[src/rtl/ex_mem_pkg.sv]
// Shared widths, control-bit positions and the held-entry layout for the EX/MEM stage.
package ex_mem_pkg;

    localparam int DATA_W     = 32;
    localparam int REG_ADDR_W = 5;

    // Bit positions inside the 4-bit ctrl bundle {reg_write, mem_read, mem_write, is_branch}
    localparam int CTRL_REG_WRITE = 3;
    localparam int CTRL_MEM_READ  = 2;
    localparam int CTRL_MEM_WRITE = 1;
    localparam int CTRL_IS_BRANCH = 0;

    typedef struct packed {
        logic [DATA_W-1:0]     alu_result;
        logic [DATA_W-1:0]     store_data;
        logic [REG_ADDR_W-1:0] rd;
        logic [3:0]            ctrl;
        logic                  branch_taken;
    } entry_t;

endpackage

[src/rtl/ex_mem_stage.sv]
// EX/MEM pipeline register built as a 2-entry skid FIFO. Branch direction is
// resolved as an entry is captured; in_ready depends only on registered occupancy.
module ex_mem_stage
    import ex_mem_pkg::*;
#(
    parameter int DATA_W     = ex_mem_pkg::DATA_W,
    parameter int REG_ADDR_W = ex_mem_pkg::REG_ADDR_W
) (
    input  logic                  clk,
    input  logic                  rst_n,
    input  logic                  in_valid,
    output logic                  in_ready,
    input  logic [DATA_W-1:0]     in_alu_result,
    input  logic                  in_zero_flag,
    input  logic [DATA_W-1:0]     in_store_data,
    input  logic [REG_ADDR_W-1:0] in_rd,
    input  logic [3:0]            in_ctrl,
    input  logic                  in_branch_ne,
    input  logic                  flush,
    output logic                  out_valid,
    input  logic                  out_ready,
    output logic [DATA_W-1:0]     out_alu_result,
    output logic [DATA_W-1:0]     out_store_data,
    output logic [REG_ADDR_W-1:0] out_rd,
    output logic [3:0]            out_ctrl,
    output logic                  out_branch_taken,
    output logic [15:0]           stall_cycles
);

    // Saturating increment for the back-pressure counter
    function automatic logic [15:0] sat_inc16(input logic [15:0] v);
        return (v == 16'hFFFF) ? v : v + 16'd1;
    endfunction

    logic [1:0] count;
    logic       wr_ptr;
    logic       rd_ptr;
    entry_t     entry0;
    entry_t     entry1;
    entry_t     new_entry;
    entry_t     head;
    logic       push;
    logic       pop;
    logic       taken;

    assign in_ready  = (count != 2'd2);
    assign out_valid = (count != 2'd0);
    assign push      = in_valid & in_ready & ~flush;
    assign pop       = out_valid & out_ready & ~flush;

    // Resolve the branch and pack the incoming fields into one entry
    always_comb begin
        taken = 1'b0;
        if (in_ctrl[CTRL_IS_BRANCH]) begin
            taken = in_branch_ne ? ~in_zero_flag : in_zero_flag;
        end
        new_entry              = '0;
        new_entry.alu_result   = in_alu_result;
        new_entry.store_data   = in_store_data;
        new_entry.rd           = in_rd;
        new_entry.ctrl         = in_ctrl;
        new_entry.branch_taken = taken;
    end

    // Select the head entry; outputs read as zero whenever the stage is empty
    always_comb begin
        head = rd_ptr ? entry1 : entry0;
        if (!out_valid) begin
            head = '0;
        end
    end

    assign out_alu_result   = head.alu_result;
    assign out_store_data   = head.store_data;
    assign out_rd           = head.rd;
    assign out_ctrl         = head.ctrl;
    assign out_branch_taken = head.branch_taken;

    // Occupancy and pointers; flush empties the stage and outranks push/pop
    always_ff @(posedge clk or negedge rst_n) begin
        if (!rst_n) begin
            count  <= 2'd0;
            wr_ptr <= 1'b0;
            rd_ptr <= 1'b0;
        end else if (flush) begin
            count  <= 2'd0;
            wr_ptr <= 1'b0;
            rd_ptr <= 1'b0;
        end else begin
            if (push) begin
                wr_ptr <= ~wr_ptr;
            end
            if (pop) begin
                rd_ptr <= ~rd_ptr;
            end
            case ({push, pop})
                2'b10:   count <= count + 2'd1;
                2'b01:   count <= count - 2'd1;
                default: count <= count;
            endcase
        end
    end

    // Entry storage: written only on push, never touched while held
    always_ff @(posedge clk or negedge rst_n) begin
        if (!rst_n) begin
            entry0 <= '0;
            entry1 <= '0;
        end else if (push) begin
            if (wr_ptr) begin
                entry1 <= new_entry;
            end else begin
                entry0 <= new_entry;
            end
        end
    end

    // Count cycles where upstream offers data but the stage is full; flush does not clear it
    always_ff @(posedge clk or negedge rst_n) begin
        if (!rst_n) begin
            stall_cycles <= 16'd0;
        end else if (in_valid && !in_ready) begin
            stall_cycles <= sat_inc16(stall_cycles);
        end
    end

endmodule
[config.mk]
export PLATFORM = sky130hd
export DESIGN_NAME = ex_mem_stage
export DESIGN_NICKNAME = d
export VERILOG_FILES = /design/src/rtl/ex_mem_pkg.sv /design/src/rtl/ex_mem_stage.sv
export SDC_FILE = /design/constraint.sdc
export NUM_CORES = 1
export LEC_CHECK = 0
export CAP_MARGIN = 10
export CORE_ASPECT_RATIO = 1.25
export CORE_MARGIN = 2
export CORE_UTILIZATION = 54
export CTS_BUF_LIST = sky130_fd_sc_hd__clkbuf_8 sky130_fd_sc_hd__clkbuf_16
export CTS_CLUSTER_DIAMETER = 200
export DETAILED_ROUTE_END_ITERATION = 10
export GPL_ROUTABILITY_DRIVEN = 1
export GPL_TIMING_DRIVEN = 1
export PLACE_DENSITY = 0.82
export SLEW_MARGIN = 20
export SYNTH_ARGS = -nofsm -noshare
export SYNTH_HDL_FRONTEND = slang
export SYNTH_SLANG_ARGS = --single-unit
[constraint.sdc]
create_clock -name clk -period 3.48 [get_ports clk]
set_input_delay 0.522 -clock clk [delete_from_list [all_inputs] [get_ports clk]]
set_output_delay 0.522 -clock clk [all_outputs]
set_load 0.005 [all_outputs]
==> After elaboration in Yosys (flattened, before gate mapping) <==
Cells that the tools add are included.
{ "word_totals": {"register_bits": 168, "output_inout_bits": 92} }
{ "classes": {"n_bitwise": 9, "eq_ne": 4, "muxes": 10, "n_addsub": 3, "reduce_logical": 9} }
{ "op_table": {"columns": ["cell", "count"], "rows": [
  ["74-bit 2-to-1 mux", 2],
  ["16-bit by 1-bit adder with 16-bit output (second input constant)", 1],
  ["16-bit equality test (second input constant)", 1],
  ["1-bit 2-to-1 mux", 6],
  ["2-bit AND reduction", 3],
  ["2-bit nonzero test", 3],
  ["1-bit NOT", 5],
  ["1-bit bitwise AND", 4],
  ["2-bit one-hot mux with 2 select lines", 1],
  ["3-bit nonzero test", 1],
  ["2-bit by 1-bit adder with 2-bit output (second input constant)", 1],
  ["2-bit by 1-bit equality test with 1-bit output (second input constant)", 1],
  ["2-bit equality test (second input constant)", 1],
  ["2-bit 2-to-1 mux", 1],
  ["2-bit inequality test (second input constant)", 1],
  ["2-bit by 1-bit subtractor with 2-bit output (second input constant)", 1],
  ["1-bit logical AND", 1],
  ["1-bit zero test", 1]
]} }

==> Logic depth before layout (Yosys ltp) <==
{ "logic_depth": {"depth_word": 6, "ltp_mapped": 7, "ltp_nobuf": 5} }

==> Least setup slack after synthesis <==
OpenSTA, ideal clock, no wires.
{ "synth_timing": {"path_kind": "flip-flop to output port", "startpoint": "reg rd_ptr", "endpoint": "out out_alu_result[0]", "stages_incl_launch_ff": 6, "path_slack_ns": 1.623, "required_time_ns": 2.958, "path_buffers": 3, "t_arrival_ns": 1.335, "path_cell_list": "dfrtp_1 > clkbuf_1 > clkbuf_1 > buf_2 > mux2i_1 > nor2_1"} }
{ "synth_via": {"elab_chain_len": 2} }
{ "synth_rtl": {"columns": ["item", "line", "source"], "rows": [
  ["from (decl)", "ex_mem_stage.sv:37", "logic rd_ptr;"],
  ["from (signal assigned)", "ex_mem_stage.sv:94", "rd_ptr <= ~rd_ptr;"],
  ["74-bit 2-to-1 mux", "ex_mem_stage.sv:67", "head = rd_ptr ? entry1 : entry0;"],
  ["74-bit 2-to-1 mux", "ex_mem_stage.sv:68", "if (!out_valid) begin"],
  ["to (decl)", "ex_mem_stage.sv:22", "output logic [DATA_W-1:0] out_alu_result,"]
]} }
No other way between the ends.

==> Worst setup path after layout <==
{ "layout_timing": {"startpoint": "reg rd_ptr", "endpoint": "out out_alu_result[28]"} }
Same word-level chain as after synthesis.

==> results_dict.tcl <==
set metrics [dict create \
    cp_slowest_cell "dfrtp_4" \
    dieArea_sq_um 15000 \
    yosysSeqAreaShare_pct 55.4 \
    cts-root-buf "clkbuf_16" \
    critPathKind "flip-flop to primary output" \
    rows 48 \
    required_ns 2.96 \
    synth_area_leaders "dfrtp_1, mux2_2, mux2i_1, nor2_1, xor2_1" \
    io_buffers 171 \
    hold_buffers 0 \
    regArea_sq_um 4210 \
    dp.cells 899 \
    async_flop_share_pct 100 \
    syn-mean-instance-area_sq_um 13.1 \
    initialDrtViolationCount 172 \
    syn_inst 579 \
    synthMuxAreaShare_pct 31.7 \
    fin_crit_ns 2.81 \
    synth-simple-area-share_pct 7.60 \
    p_int_w 0.00422 \
    p_leak_nw 4.17 \
    insertion_delay_ns 0.41 \
    grt_max_degree 124 \
    synth-edff-count 0 \
    yosys_warnings 0 \
    post_route_cells_drive_above_1_share_pct 25.9 \
    io_pins 172 \
    wl_per_cell_um 17.8 \
    rsz0062_at_grt "false" \
    switching_share_pct 27.0 \
    crit_path_max_fanout 25 \
    fillerInstances 959 \
    p_per_area_nw_per_um2 575 \
    nets 824 \
    final_core_util_pct 73.1 \
    grt_pass1_wl_mm 26.4 \
    synthToLayoutAreaGrowth_pct 32.5 \
    synth_top_family_by_area "multiplexers" \
    start_kind "flip-flop" \
    finalCritPeriodShare_pct 80.7 \
    cpPeakStageDelay_ns 0.73 \
    ys_types 29 \
    initial_utilization_pct 55.2 \
    p_clk_share_pct 31.2 \
    synth-seq-cells 168 \
    ir_drop_v 0.000350 \
    power_frac_seq_pct 47.2 \
    htreeDepth 4 \
    fmax_ghz 0.356 \
    setup_violations 0 \
    status "finished, final reports clean" \
    synth_fp_nets 660 \
    finalClockSkew_ns 0.00670 \
    crit_path_cell_trace "buf_4, mux2i_1, nor2_1, clkdlybuf4s50_1" \
    timing.setup.tns_ns 0 \
    critical_path_arrival_ns 2.29 \
    cts_buffers 17 \
    cts_sinks 168 \
    synth-xor-area-share_pct 2.08 \
    grt_overflow 0 \
    place.gp.congestion 0.859 \
    drt-vias-per-instance 5.46 \
    met3_wirelength_um 818 \
    track_usage_pct 22.8 \
    grt_antenna_before_repair 0 \
    cts_resized 0 \
    netlist_area_sq_um 7590 \
    synth_top_area_cell "dfrtp_1" \
    top_layer "met4" \
    p_switching_w 0.00156 \
    post_cts_buffers 0 \
    wirelength_mm 16.6 \
    p_comb_share_pct 21.6 \
    synth_flop_cell "dfrtp_1" \
    dr_wl_met2_mm 8.71 \
    num_vias 5085 \
    synth-compound-area-share_pct 0.445 \
    multiInputGateArea_sq_um 3200 \
    die_w_um 110 \
    cts_buffer_depth 2 \
    final_cells 931 \
    met1Wirelength_mm 6.74 \
    endpoint_kind "primary output" \
    min_path_type "input port to async pin" \
    hold_viol_final 0 \
    maxCapViolations 0 \
    ant_nets 0 \
    grt_pass1_vias 5234 \
    n_antenna_cell 0 \
    firstDrtPassIters 4 \
    report.final.slew_viol_count 0 \
    synth_fa_ha_area_share_pct 0.165 \
    yosysTopAreaCellShare_pct 55.4 \
    dp_hpwl_mm 10.9 \
    route.detailed.drc 0 \
    die_height_um 137 \
    tritoncts "yes" \
    core-area_sq_um 13800 \
    max_slew_margin_pct 35.1 \
    clkTransAtPathRegs_ns 0.07 \
    worst_pin_slew_ns 0.974 \
]
per-stage QoR:
step / area, sq um / hold WS, ns / power (W) / worst slack, ns
after CTS: 10000 / 0.332 / 0.00584 / 0.654
after floorplan: 7590 / 0.226 / 0.00345 / 1.62
after global routing: 10100 / 0.331 / 0.00609 / 0.599
after detailed placement: 9480 / 0.475 / 0.00402 / 1.07
final: 10100 / 0.224 / 0.00578 / 0.673
after global placement: 9480 / 0.463 / 0.00393 / 1.12
power by group through the flow:
stage               Combinational (W)  Clock (W)  Sequential [W]
floorplan                    0.000781          0         0.00266
global placement              0.00121          0         0.00272
detailed placement            0.00126          0         0.00276
CTS                           0.00127    0.00184         0.00273
global route                  0.00136    0.00194         0.00279
finish                        0.00125    0.00180         0.00273
sequential cells by signal, summed over array words and instances, names as in the netlist:
| name | cells |
|---|---|
| stall_cycles | 16 |
| rd_ptr | 1 |
| count | 2 |
| entry1 | 74 |
| entry0 | 74 |
| wr_ptr | 1 |
placed cells by master, fill, tap and decap left out, types with 2 or more instances in the layout:
cell / count
nand3_1: 4
nor2_1: 79
dfrtp_1: 167
inv_1: 3
inv_8: 4
buf_12: 5
inv_6: 6
a21oi_1: 2
buf_4: 4
nor3_1: 6
nand4_1: 4
and3_1: 2
clkinvlp_4: 2
clkbuf_16: 17
xor2_1: 18
mux2_2: 147
nor3b_1: 2
nor4_1: 4
mux2i_1: 75
o21ai_0: 2
clkdlybuf4s50_1: 170
nand2b_1: 2
clkinv_4: 2
nor4_2: 3
clkbuf_8: 2
nand2_1: 13
cell usage after synthesis, types with 7 or more instances:
master and instances:
buf_2 12, buf_4 10, clkbuf_1 9, dfrtp_1 168
mux2_2 147, mux2i_1 75, nand2_1 13, nor2_1 80
nor3_1 7, xor2_1 18
worst max-delay path: cells and delay by family, from the launching register on:
family	cells	cell delay [ns]
muxes	1	0.11
and+or+nand+nor	1	0.16
buffers and inverters	2	0.87
DFF	1	0.73
layout make-up:
class                   instances  area share, %
well taps                     175           2.18
flip-flops and latches        168           41.9
multi-input cells             373           31.8
clock buffers                  18           4.37
clock inverters                14           1.29
repair buffers                180           18.4
inverters                       3          0.112
kinds of logic after synthesis:
logic type / Yosys count
muxes: 222
DFF: 168
and+or+nand+nor: 126
buffers and inverters: 38
xor gates and xnor gates: 18
AOI/OAI and AO/OA: 6
adders and majority gates: 1
metal layers:
layer	track usage (%)	up-vias
li1	-	2340
met1	28.1	2585
met2	39.0	139
met3	5.48	21
met4	7.95	0
met5	0	-
path summary, 6_finish.rpt:
kind                            startpoint                  to  slack [ns]  cells after the start
max in group asynchronous            rst_n          entry0[44]        2.41                      2
worst max register to register    count[1]          entry0[55]        1.44                      6
worst max-delay path                rd_ptr  out_alu_result[28]        0.67                      4
min in group clk                 entry1[0]           entry1[0]        0.49                      2
worst min-delay path                 rst_n    stall_cycles[15]        0.22                      1
worst min register to register   entry1[0]           entry1[0]        0.49                      2
Power figures use the tool's default switching activity.
